[src/rtl/hazard_ctrl.sv]
// Pipeline hazard sequencer: stall/flush enables, ALU operand forwarding, multi-cycle EX hold.
// Outputs are combinational (latency 0); define HAZARD_PERF_EN for saturating stall/redirect counters.
module hazard_ctrl #(
  parameter int REG_AW     = 5,
  parameter int PC_W       = 16,
  parameter int MC_LATENCY = 4
) (
  input  logic              clk,
  input  logic              rst,
  input  logic [REG_AW-1:0] id_rn,
  input  logic [REG_AW-1:0] id_rm,
  input  logic              id_uses_rn,
  input  logic              id_uses_rm,
  input  logic [REG_AW-1:0] ex_rn,
  input  logic [REG_AW-1:0] ex_rm,
  input  logic [REG_AW-1:0] ex_rd,
  input  logic              ex_reg_write,
  input  logic              ex_mem_to_reg,
  input  logic              ex_multicycle,
  input  logic              ex_branch_taken,
  input  logic [PC_W-1:0]   ex_branch_target,
  input  logic [REG_AW-1:0] mem_rd,
  input  logic [REG_AW-1:0] wb_rd,
  input  logic              mem_reg_write,
  input  logic              wb_reg_write,
  output logic              stall_pc,
  output logic              stall_if_id,
  output logic              stall_id_ex,
  output logic              flush_if_id,
  output logic              flush_id_ex,
  output logic              flush_ex_mem,
  output logic [1:0]        fwd_a,
  output logic [1:0]        fwd_b,
  output logic              pc_redirect,
  output logic [PC_W-1:0]   pc_redirect_target,
`ifdef HAZARD_PERF_EN
  output logic [31:0]       perf_stall_cnt,
  output logic [31:0]       perf_flush_cnt,
`endif
  output logic              mc_done
);

  typedef enum logic {RUN = 1'b0, MC_WAIT = 1'b1} state_t;

  // Entry cycle is the first of MC_LATENCY occupancy cycles; cnt==0 marks the last.
  localparam logic [7:0] MC_RELOAD = (MC_LATENCY > 1) ? 8'(MC_LATENCY - 2) : 8'd0;
  localparam bit         MC_SINGLE = (MC_LATENCY == 1);

  state_t     state, state_nxt;
  logic [7:0] cnt, cnt_nxt;
  logic       load_use;

  assign load_use = ex_mem_to_reg & ex_reg_write &
                    ((id_uses_rn & (id_rn == ex_rd)) | (id_uses_rm & (id_rm == ex_rd)));

  always_comb begin
    state_nxt          = state;
    cnt_nxt            = cnt;
    stall_pc           = 1'b0;
    stall_if_id        = 1'b0;
    stall_id_ex        = 1'b0;
    flush_if_id        = 1'b0;
    flush_id_ex        = 1'b0;
    flush_ex_mem       = 1'b0;
    fwd_a              = 2'b00;
    fwd_b              = 2'b00;
    pc_redirect        = 1'b0;
    pc_redirect_target = '0;
    mc_done            = 1'b0;
    if (rst) begin
      pc_redirect_target = ex_branch_target;
      if (mem_reg_write && (mem_rd == ex_rn))     fwd_a = 2'b10;
      else if (wb_reg_write && (wb_rd == ex_rn))  fwd_a = 2'b01;
      if (mem_reg_write && (mem_rd == ex_rm))     fwd_b = 2'b10;
      else if (wb_reg_write && (wb_rd == ex_rm))  fwd_b = 2'b01;
      case (state)
        RUN: begin
          if (ex_branch_taken) begin
            pc_redirect = 1'b1;
            flush_if_id = 1'b1;
            flush_id_ex = 1'b1;
          end else if (ex_multicycle) begin
            if (MC_SINGLE) begin
              mc_done = 1'b1;
            end else begin
              stall_pc     = 1'b1;
              stall_if_id  = 1'b1;
              stall_id_ex  = 1'b1;
              flush_ex_mem = 1'b1;
              cnt_nxt      = MC_RELOAD;
              state_nxt    = MC_WAIT;
            end
          end else if (load_use) begin
            stall_pc    = 1'b1;
            stall_if_id = 1'b1;
            flush_id_ex = 1'b1;
          end
        end
        MC_WAIT: begin
          // EX is frozen here, so branch/load-use/multicycle inputs cannot carry new events.
          if (cnt != 8'd0) begin
            stall_pc     = 1'b1;
            stall_if_id  = 1'b1;
            stall_id_ex  = 1'b1;
            flush_ex_mem = 1'b1;
            cnt_nxt      = cnt - 8'd1;
          end else begin
            mc_done   = 1'b1;
            state_nxt = RUN;
          end
        end
        default: state_nxt = RUN;
      endcase
    end
  end

  always_ff @(posedge clk or negedge rst) begin
    if (!rst) begin
      state <= RUN;
      cnt   <= 8'd0;
    end else begin
      state <= state_nxt;
      cnt   <= cnt_nxt;
    end
  end

`ifdef HAZARD_PERF_EN
  always_ff @(posedge clk or negedge rst) begin
    if (!rst) begin
      perf_stall_cnt <= 32'd0;
      perf_flush_cnt <= 32'd0;
    end else begin
      if (stall_pc && (perf_stall_cnt != 32'hFFFF_FFFF))
        perf_stall_cnt <= perf_stall_cnt + 32'd1;
      if (pc_redirect && (perf_flush_cnt != 32'hFFFF_FFFF))
        perf_flush_cnt <= perf_flush_cnt + 32'd1;
    end
  end
`endif

endmodule

[config.mk]
export PLATFORM = sky130hd
export DESIGN_NAME = hazard_ctrl
export DESIGN_NICKNAME = d
export VERILOG_FILES = /design/src/rtl/hazard_ctrl.sv
export SDC_FILE = /design/constraint.sdc
export NUM_CORES = 1
export LEC_CHECK = 0
export ABC_CLOCK_PERIOD_IN_PS = 5900
export CORE_AREA = 5 5 48 81
export DETAILED_ROUTE_END_ITERATION = 16
export DIE_AREA = 0 0 53 86
export GPL_TIMING_DRIVEN = 0
export MAX_ROUTING_LAYER = met4
export PLACE_DENSITY = 0.84
export SLEW_MARGIN = 0
export SYNTH_ARGS = -nofsm -noshare
export SYNTH_HDL_FRONTEND = slang
export SYNTH_SLANG_ARGS = --single-unit
[constraint.sdc]
create_clock -name clk -period 5.9 [get_ports clk]
set_clock_uncertainty 0.15 [all_clocks]
set_input_delay 1.475 -clock clk [delete_from_list [all_inputs] [get_ports clk]]
set_output_delay 1.475 -clock clk [all_outputs]
set_load 0.02 [all_outputs]
==> results of run 1 <==
-- report_power, final --
part	switching [mW]	internal, mW
Combinational	0.0934	0.115
Sequential	0.0303	0.0879
Clock	0.0250	0.0471
-- layout make-up --
| class | instances | area share (%) |
|---|---|---|
| flip-flops and latches | 9 | 11.12 |
| well taps | 43 | 2.658 |
| repair buffers | 88 | 43.51 |
| inverters | 6 | 1.112 |
| plain buffers | 7 | 2.596 |
| multi-input cells | 106 | 36.77 |
| clock buffers | 4 | 2.225 |
-- cells in the mapped netlist (3+ instances only) --
| master | n |
|---|---|
| or4_1 | 3 |
| buf_4 | 3 |
| xnor2_1 | 20 |
| nand4_1 | 6 |
| nand2_1 | 7 |
| a21oi_1 | 3 |
| and2_1 | 18 |
| dfrtp_1 | 9 |
| nor4_1 | 6 |
| nor2_1 | 5 |
| o21ai_0 | 3 |
| xor2_1 | 10 |
| inv_1 | 5 |
-- cells in the final DEF (no fill, tap or decap) --
master / instances
a21oi_1: 3
a221o_1: 1
a221oi_1: 1
a31oi_1: 1
and2_1: 18
and3_1: 2
buf_4: 3
buf_6: 2
clkbuf_1: 3
clkbuf_8: 3
clkdlybuf4s50_1: 88
dfrtp_1: 9
ha_1: 2
inv_1: 5
inv_2: 1
mux2_1: 1
nand2_1: 7
nand2b_1: 2
nand3_1: 1
nand3b_1: 1
nand4_1: 6
nor2_1: 5
nor2b_1: 1
nor3_1: 1
nor4_1: 6
nor4_2: 1
nor4bb_1: 1
o21ai_0: 3
o21ai_1: 2
o221ai_1: 1
o22a_1: 1
o31ai_1: 2
o41ai_1: 1
or3_1: 2
or4_1: 3
xnor2_1: 20
xor2_1: 10
-- metrics by stage --
stage	setup WS (ns)	hold slack [ns]	cell area (µm²)	total power, mW
2_1_floorplan	1.427	0.3091	1045	0.2300
3_3_place_gp	0.4310	0.3463	1979	0.3214
5_1_grt	0.2664	0.3829	2024	0.4276
3_5_place_dp	0.4403	0.3504	1979	0.3285
4_1_cts	0.4291	0.3583	2024	0.4019
6_report	0.4747	0.3573	2024	0.3988
-- state kept, by name, summed over array words and instances (netlist names) --
register  cells
cnt           8
state         1
-- metal layers --
metal  vias to the layer above  GRT usage, %  wire, µm
met1                       577         13.26      1014
met5                         -             -         0
li1                        632             -         -
met3                         5         2.609       343
met4                         0         5.581        49
met2                        64         32.24      2071
-- worst register-to-register path, cell delays in order, from the launching register on --
cell      delay [ns]
dfrtp_1         0.38
inv_1           0.08
ha_1            0.19
nor4bb_1        0.14
a221o_1         0.39
buf_6           0.16
nor4_2          0.23
mux2_1          0.34
-- worst max-delay path by stage --
stage / from / endpoint / slack (ns)
final: rst / stall_id_ex / 0.47
after global placement: rst / stall_id_ex / 0.43
after floorplan: id_rn[2] / stall_pc / 1.43
after global routing: rst / stall_id_ex / 0.27
after detailed placement: rst / stall_id_ex / 0.44
after CTS: rst / stall_id_ex / 0.43
-- cell families after synthesis --
group	share of synthesized area [%]
simple gates	32.46
fa+ha+maj	2.395
buf+inv	7.185
compound gates	10.18
mux	1.078
flops	21.56
xor+xnor	25.15
==> results.md, run 1 <==
* LEAKAGE at slightly below 0.8 nW
* Deepest clock path buffer count at 2
* Fmax at around 180 MHz
* CP Max Fanout at 14
* Top cell type by total area after synthesis: dfrtp_1
* Critical-path top delay cell: clkdlybuf4s50_1
* Post-Syn Instances at 128
* Max VDD drop at 107.7 µV
* Distinct cells, synth at 35
* Post-CTS Hold Buffers at 0
* Post-synth EDFFs at 0
* PD cells at 197.0 nW/µm²
* All-layer global routing usage at 15.85%
* Clock Sinks at 9
* Initial DRC Count at 16
* Final Cycle Share at 91.95%
* Unrepaired setup endpoints after global routing: false
* Critical Path AT at 3.80 ns
* Detailed placer's ending HPWL at slightly above 3 mm
* Placeable Area at 3142 µm²
* Critical path class: in -> out
* Die height at around 86 µm
* Clock Tree Root: clkbuf_8
* Total Routed Length at 3.479 mm
* Top delay family on crit path: buffers and inverters
* Routed len/inst at 13.23 µm
* Slack of the worst reg-to-reg path at ~3.7 ns
* Placed insts at 259
* Final cell count without fillers at 263
* Syn-to-layout area delta at 93.77%
* Crit. End Element: output port
* Multi-input logic area at 744.5 µm²
* Reg2reg path depth at 7
* Crit-path cells: clkdlybuf4s50_1, inv_1, a221o_1, buf_6, inv_2, buf_4, clkdlybuf4s50_1
* # Post-CTS Setup Buffers at 0
* Pins Over Slew Limit at 0
* Antenna Cells at 0
* # H-tree levels at 1
* Setup-failing EPs final at 0
* Layout cells sized above 1 at under 10%
* DR DRC count at 0
* Critical path buffers and inverters at 6
* Synthesized flop and latch total at 9
* Synth Flop Type: dfrtp_1
* TritonCTS clock tree: built
* DIE WIDTH at roughly 53 µm
* Top Ports at slightly below 90
* Port bufs at 88
* CP Launch Type: input pin
* Layout fillers at between 200 and 300
* Maxcap violations at 0
* First-pass GRT wire length at 5.278 mm
* Rows at 27
* Worst r2r src: cnt[0]$_DFFE_PN0P_
* Hold path startpoint: cnt[0]$_DFFE_PN0P_
* Worst-margin pin slew at 0.5731 ns
* Core Util, Final at 64.44%
* Layout Nets at ~280
* Reg-to-Reg End: cnt[5]$_DFFE_PN0P_
* Max incr delay on CP at 0.83 ns
* CTS buffer count at 3
* Register area share after synthesis at between 20 and 25%
* Storage element area at roughly 230 µm²
* Mapped Nets at 191
* Antenna-violating nets left at 0
* Minimum clock period at 5.425 ns
* Worst hold path class: reg -> reg
* Placer Congestion at 0.8300
* Hold Crit Depth at 1
* Quantity of gates resized following cts at 0
* Final hold vios at 0
* Starting Density at between 30% and 40%
* Synth warn at 0
* Detailed-route via count at 1,278
* Result of the run: finished clean
* Post-route setup TNS at 0 ns
* Worst-path clk slew at ~0.040 ns
* Mapped Avg Cell Area at around 8.2 µm²
* Die ar. at ~4600 µm²
* Share of the synthesized area in the top cell type at 21.56%
* Pre-Repair DR Iteration Count at 4
* CP Data Required Time at 4.28 ns
* Critical Path Stages at 7
* Asr flop ratio synth at 100.0%
* Relative slew slack at about three fifths
* Worst Hold Path EP: cnt[0]$_DFFE_PN0P_
* Vias/cell at 4.859
* Most frequent CP cell: clkdlybuf4s50_1
* Top post-synthesis cells by area: dfrtp_1 22%, xnor2_1 17%, and2_1 11%
* Largest net degree at the start of global routing at 15
* Initial antenna violation count at 0
* Vias in the first global route at 1,250
* GRT overflow at 0
* Mapped cell area at about 1000 µm²
* Worst-Skew Late Latency at between 0.2 and 0.25 ns
Note: power is estimated with default switching activity, not from simulation.
==> run 2: changes to the inputs <==
- ABC_CLOCK_PERIOD_IN_PS: 5900 -> default
- PLACE_DENSITY: 0.84 -> 0.89
==> results.md, run 2 (synthesized netlist as in run 1, its figures left out) <==
* CP Data Required Time at 4.28 ns
* Worst r2r src: cnt[0]$_DFFE_PN0P_
* Final cell count without fillers at between 200 and 300
* First-pass GRT wire length at 5.982 mm
* Post-route setup TNS at 0 ns
* Vias in the first global route at 1,378
* Critical Path AT at 3.80 ns
* Antenna Cells at 0
* Clock Tree Root: clkbuf_8
* Hold path startpoint: cnt[0]$_DFFE_PN0P_
* All-layer global routing usage at 18.17%
* Worst-path clk slew at 0.04 ns
* Relative slew slack at 61.87%
* Reg-to-Reg End: cnt[5]$_DFFE_PN0P_
* Die height at about 86 µm
* Final Cycle Share at around nine tenths
* Worst hold margin at between 0.3 and 0.4 ns
* Post-CTS Hold Buffers at 0
* Result of the run: finished clean
* Reported net switching power at 151.9 µW
* Max incr delay on CP at 0.83 ns
* Fmax at roughly 180 MHz
* Rows at 27
* Starting Density at between 30% and 40%
* Pre-CTS WS at 0.4745 ns
* Placer Congestion at 0.8631
* Most frequent cells in the layout: 88 x clkdlybuf4s50_1, 20 x xnor2_1, 18 x and2_1, 10 x xor2_1, 9 x dfrtp_1
* Detailed-route via count at roughly 1,300
* GR Util met1 at between 15 and 20%
* Deepest clock path buffer count at 2
* Largest Register: cnt
* Minimum clock period at 5.425 ns
* Die ar. at 4558 µm²
* Vias/cell at 4.970
* Hold Crit Depth at 1
* Quantity of gates resized following cts at 0
* Core Util, Final at 64.44%
* Worst hold path class: reg -> reg
* Unrepaired setup endpoints after global routing: false
* Largest net degree at the start of global routing at 15
* Largest regs: cnt: 8 flops, state: 1 flops
* Critical path buffers and inverters at 6
* Pins Over Slew Limit at 0
* Detailed placer's ending HPWL at 3.229 mm
* Placed insts at ~260
* Setup-failing EPs final at 0
* Crit. End Element: output port
* Placeable Area at about 3100 µm²
* Routed len/inst at 13.94 µm
* Met3 Use GR at 4.000%
* Initial DRC Count at 9
* Total Routed Length at 3.666 mm
* Clk pwr share at ~18%
* Maxcap violations at 0
* Reg2reg path depth at 7
* CTS buffer count at 3
* Port bufs at 88
* DIE WIDTH at 53 µm
* Storage element area at 225.2 µm²
* Top delay family on crit path: buffers and inverters
* Largest register FFs at 8
* Min setup slack post-route at 0.4755 ns
* Worst-Skew Late Latency at 0.24 ns
* Power Total at 401.8 µW
* Top Ports at 89
* Dpl cell area at 1979 µm²
* # H-tree levels at 1
* # Post-CTS Setup Buffers at 0
* Worst Hold Path EP: cnt[0]$_DFFE_PN0P_
* GR Util met2 at between 30 and 40%
* PD cells at 198.5 nW/µm²
* Busiest grt layer: met2
* Max VDD drop at 126.9 µV
* Layout cells sized above 1 at 4.545%
* LEAKAGE at 0.7765 nW
* GRT overflow at 0
* DR DRC count at 0
* Critical path class: in -> out
* CP Launch Type: input pin
* Combinational power share at 52.3%
* Sw frac at 37.80%
* Layout Nets at 284
* P_int at 249.9 µW
* TritonCTS clock tree: built
* Worst-margin pin slew at 0.5702 ns
* Commonest non-fill, non-tap cell in the layout: clkdlybuf4s50_1
* Flop pwr share at 29.5%
* Pre-Repair DR Iteration Count at 5
* Syn-to-layout area delta at 93.77%
* Layout fillers at 279
* Multi-input logic area at about 740 µm²
* Antenna-violating nets left at 0
* Clock Sinks at 9
* Post-route cell area at 2024 µm²
* Final hold vios at 0
* Initial antenna violation count at 0
* Most frequent CP cell: clkdlybuf4s50_1
* Critical-path top delay cell: clkdlybuf4s50_1
* Crit-path cells: clkdlybuf4s50_1, inv_1, a221o_1, buf_6, inv_2, buf_4, clkdlybuf4s50_1
* Slack of the worst reg-to-reg path at 3.68 ns
* CP Max Fanout at 14
[run 2: cell counts in the layout (fill, tap and decap cells not counted)]
No cell type changed its count.
[run 2: power groups by stage]
| stage | logic [mW] | clock network [mW] | registers (mW) |
|---|---|---|---|
| floorplan | 0.121 | 0 | 0.109 |
| global placement | 0.206 | 0 | 0.116 |
| detailed placement | 0.210 | 0 | 0.118 |
| CTS | 0.212 | 0.0749 | 0.118 |
| global route | 0.235 | 0.0794 | 0.123 |
| finish | 0.210 | 0.0733 | 0.118 |
[run 2: per-layer routing]
layer  wire (µm)  part of all wire (%)
met5           0                     0
met4         132                   3.6
met3         421                    11
met2        1984                    54
met1        1127                    31
[run 2: worst max-delay path by stage]
stage                        start           to  slack, ns  cells after the start
after CTS                      rst  stall_id_ex       0.44                      7
after detailed placement       rst  stall_id_ex       0.47                      7
final                          rst  stall_id_ex       0.48                      7
after floorplan           id_rn[2]     stall_pc       1.43                      5
after global placement         rst  stall_id_ex       0.46                      7
after global routing           rst  stall_id_ex       0.30                      7
[run 2: worst register-to-register path, cell delays in order, from the launching register on]
cell      delay (ns)
dfrtp_1         0.39
inv_1           0.09
ha_1            0.19
nor4bb_1        0.15
a221o_1         0.40
buf_6           0.16
nor4_2          0.23
mux2_1          0.35
[run 2: layout make-up]
| type | count | share of cell area [%] |
|---|---|---|
| tap | 43 | 2.658 |
| sequential | 9 | 11.12 |
| buffer | 7 | 2.596 |
| inverter | 6 | 1.112 |
| clock buffer | 4 | 2.225 |
| multi-input combinational | 106 | 36.77 |
| timing repair buffer | 88 | 43.51 |
==> run 3: changes to the inputs <==
- CELL_PAD_IN_SITES_DETAIL_PLACEMENT: default -> 2
- CELL_PAD_IN_SITES_GLOBAL_PLACEMENT: default -> 2
- CORE_AREA: 5 5 48 81 -> 5 5 66 112
- DIE_AREA: 0 0 53 86 -> 0 0 71 117
==> results.md, run 3 (synthesized netlist as in run 1, its figures left out) <==
* Result of the run: finished clean
* Met3 Use GR at 3.248%
* Layout fillers at 771
* Total Routed Length at 4.845 mm
* Storage element area at between 200 and 250 µm²
* Pins Over Slew Limit at 0
* Slack of the worst reg-to-reg path at 3.65 ns
* Dpl cell area at 2028 µm²
* Routed len/inst at 16.04 µm
* Power Total at 459.9 µW
* Pre-Repair DR Iteration Count at 3
* Largest register FFs at 8
* Post-route cell area at 2107 µm²
* Setup-failing EPs final at 0
* Multi-input logic area at between 700 and 800 µm²
* Die ar. at 8307 µm²
* CP Data Required Time at 4.28 ns
* Reg-to-Reg End: cnt[5]$_DFFE_PN0P_
* All-layer global routing usage at between 10% and 20%
* Layout Nets at 284
* Layout cells sized above 1 at 4.545%
* Core Util, Final at about a third
* Placer Congestion at a little under 0.8
* Maxcap violations at 0
* Placed insts at a little under 300
* Top delay family on crit path: buffers and inverters
* Antenna Cells at 0
* Clock Tree Root: clkbuf_16
* # Post-CTS Setup Buffers at 0
* DIE WIDTH at 71 µm
* Fmax at 183.0 MHz
* Largest Register: cnt
* Critical Path AT at 3.84 ns
* Unrepaired setup endpoints after global routing: false
* Hold path startpoint: cnt[0]$_DFFE_PN0P_
* Port bufs at 88
* CTS buffer count at 3
* GR Util met2 at 26.22%
* GRT overflow at 0
* Final Cycle Share at 92.61%
* Worst-margin pin slew at 0.6078 ns
* Worst Hold Path EP: cnt[0]$_DFFE_PN0P_
* Vias/cell at 4.424
* Clock Sinks at 9
* Deepest clock path buffer count at 2
* Most frequent CP cell: clkdlybuf4s50_1
* TritonCTS clock tree: built
* Worst r2r src: cnt[0]$_DFFE_PN0P_
* Rows at 39
* Max incr delay on CP at 0.86 ns
* Worst-path clk slew at 0.04 ns
* Crit. End Element: output port
* Syn-to-layout area delta at 101.7%
* Critical path buffers and inverters at 6
* Post-CTS Hold Buffers at 0
* Worst-Skew Late Latency at 0.24 ns
* Max VDD drop at 91.03 µV
* First-pass GRT wire length at 7.527 mm
* Largest regs: cnt: 8 flops, state: 1 flops
* PD cells at 218.3 nW/µm²
* Initial DRC Count at 13
* Commonest non-fill, non-tap cell in the layout: clkdlybuf4s50_1
* Crit-path cells: clkdlybuf4s50_1, inv_1, a221o_1, buf_6, inv_2, buf_4, clkdlybuf4s50_1
* Detailed-route via count at 1,336
* Final cell count without fillers at roughly 300
* Final hold vios at 0
* Minimum clock period at 5.464 ns
* Worst hold path class: reg -> reg
* # H-tree levels at 1
* Critical-path top delay cell: clkdlybuf4s50_1
* Busiest grt layer: met2
* Critical path class: in -> out
* Top Ports at 89
* Relative slew slack at 59.35%
* CP Max Fanout at 14
* Die height at approximately 120 µm
* Pre-CTS WS at 0.3603 ns
* Starting Density at ~16%
* DR DRC count at 0
* Quantity of gates resized following cts at 0
* Antenna-violating nets left at 0
* Min setup slack post-route at about 0.44 ns
* Hold Crit Depth at 1
* Vias in the first global route at 1,575
* LEAKAGE at 0.7919 nW
* Post-route setup TNS at 0 ns
* Most frequent cells in the layout: 88 x clkdlybuf4s50_1, 20 x xnor2_1, 18 x and2_1, 10 x xor2_1, 9 x dfrtp_1
* Worst hold margin at approximately 0.36 ns
* GR Util met1 at slightly above 8%
* Detailed placer's ending HPWL at 4.413 mm
* Reg2reg path depth at 7
* Largest net degree at the start of global routing at 15
* Placeable Area at 6441 µm²
* CP Launch Type: input pin
* Initial antenna violation count at 0
==> run 3: cell counts in the layout (fill, tap and decap cells not counted) <==
No cell type changed its count.
==> run 3: worst max path at each step <==
| stage | slack [ns] | cells past startpoint | from | end |
|---|---|---|---|---|
| after global routing | 0.24 | 7 | rst | stall_id_ex |
| final | 0.44 | 7 | rst | stall_id_ex |
| after CTS | 0.35 | 7 | rst | stall_id_ex |
| after detailed placement | 0.36 | 7 | rst | stall_id_ex |
| after floorplan | 1.43 | 5 | id_rn[2] | stall_pc |
| after global placement | 0.38 | 7 | rst | stall_id_ex |
==> run 3: where the power goes <==
part	internal (mW)	total, mW	switching (mW)
Combinational	0.115	0.217	0.102
Sequential	0.0880	0.120	0.0322
Clock	0.0905	0.123	0.0320
Total	0.294	0.460	0.166
==> run 3: metal layers <==
layer	routed length (µm)	up-vias
met2	2861	73
met5	0	-
met4	182	0
li1	-	626
met1	1418	626
met3	382	11
==> run 3: final cells by class <==
class,instances,area share (%)
tap,82,4.869
multi-input combinational,106,35.33
inverter,6,1.069
timing repair buffer,88,41.81
sequential,9,10.69
buffer,7,2.494
clock buffer,4,3.741
==> run 3: worst reg2reg max path, cell delays in order, from the launching register on <==
cell and delay (ns):
dfrtp_1 0.38, inv_1 0.09, ha_1 0.19, nor4bb_1 0.16, a221o_1 0.40, buf_6 0.16, nor4_2 0.25, mux2_1 0.35
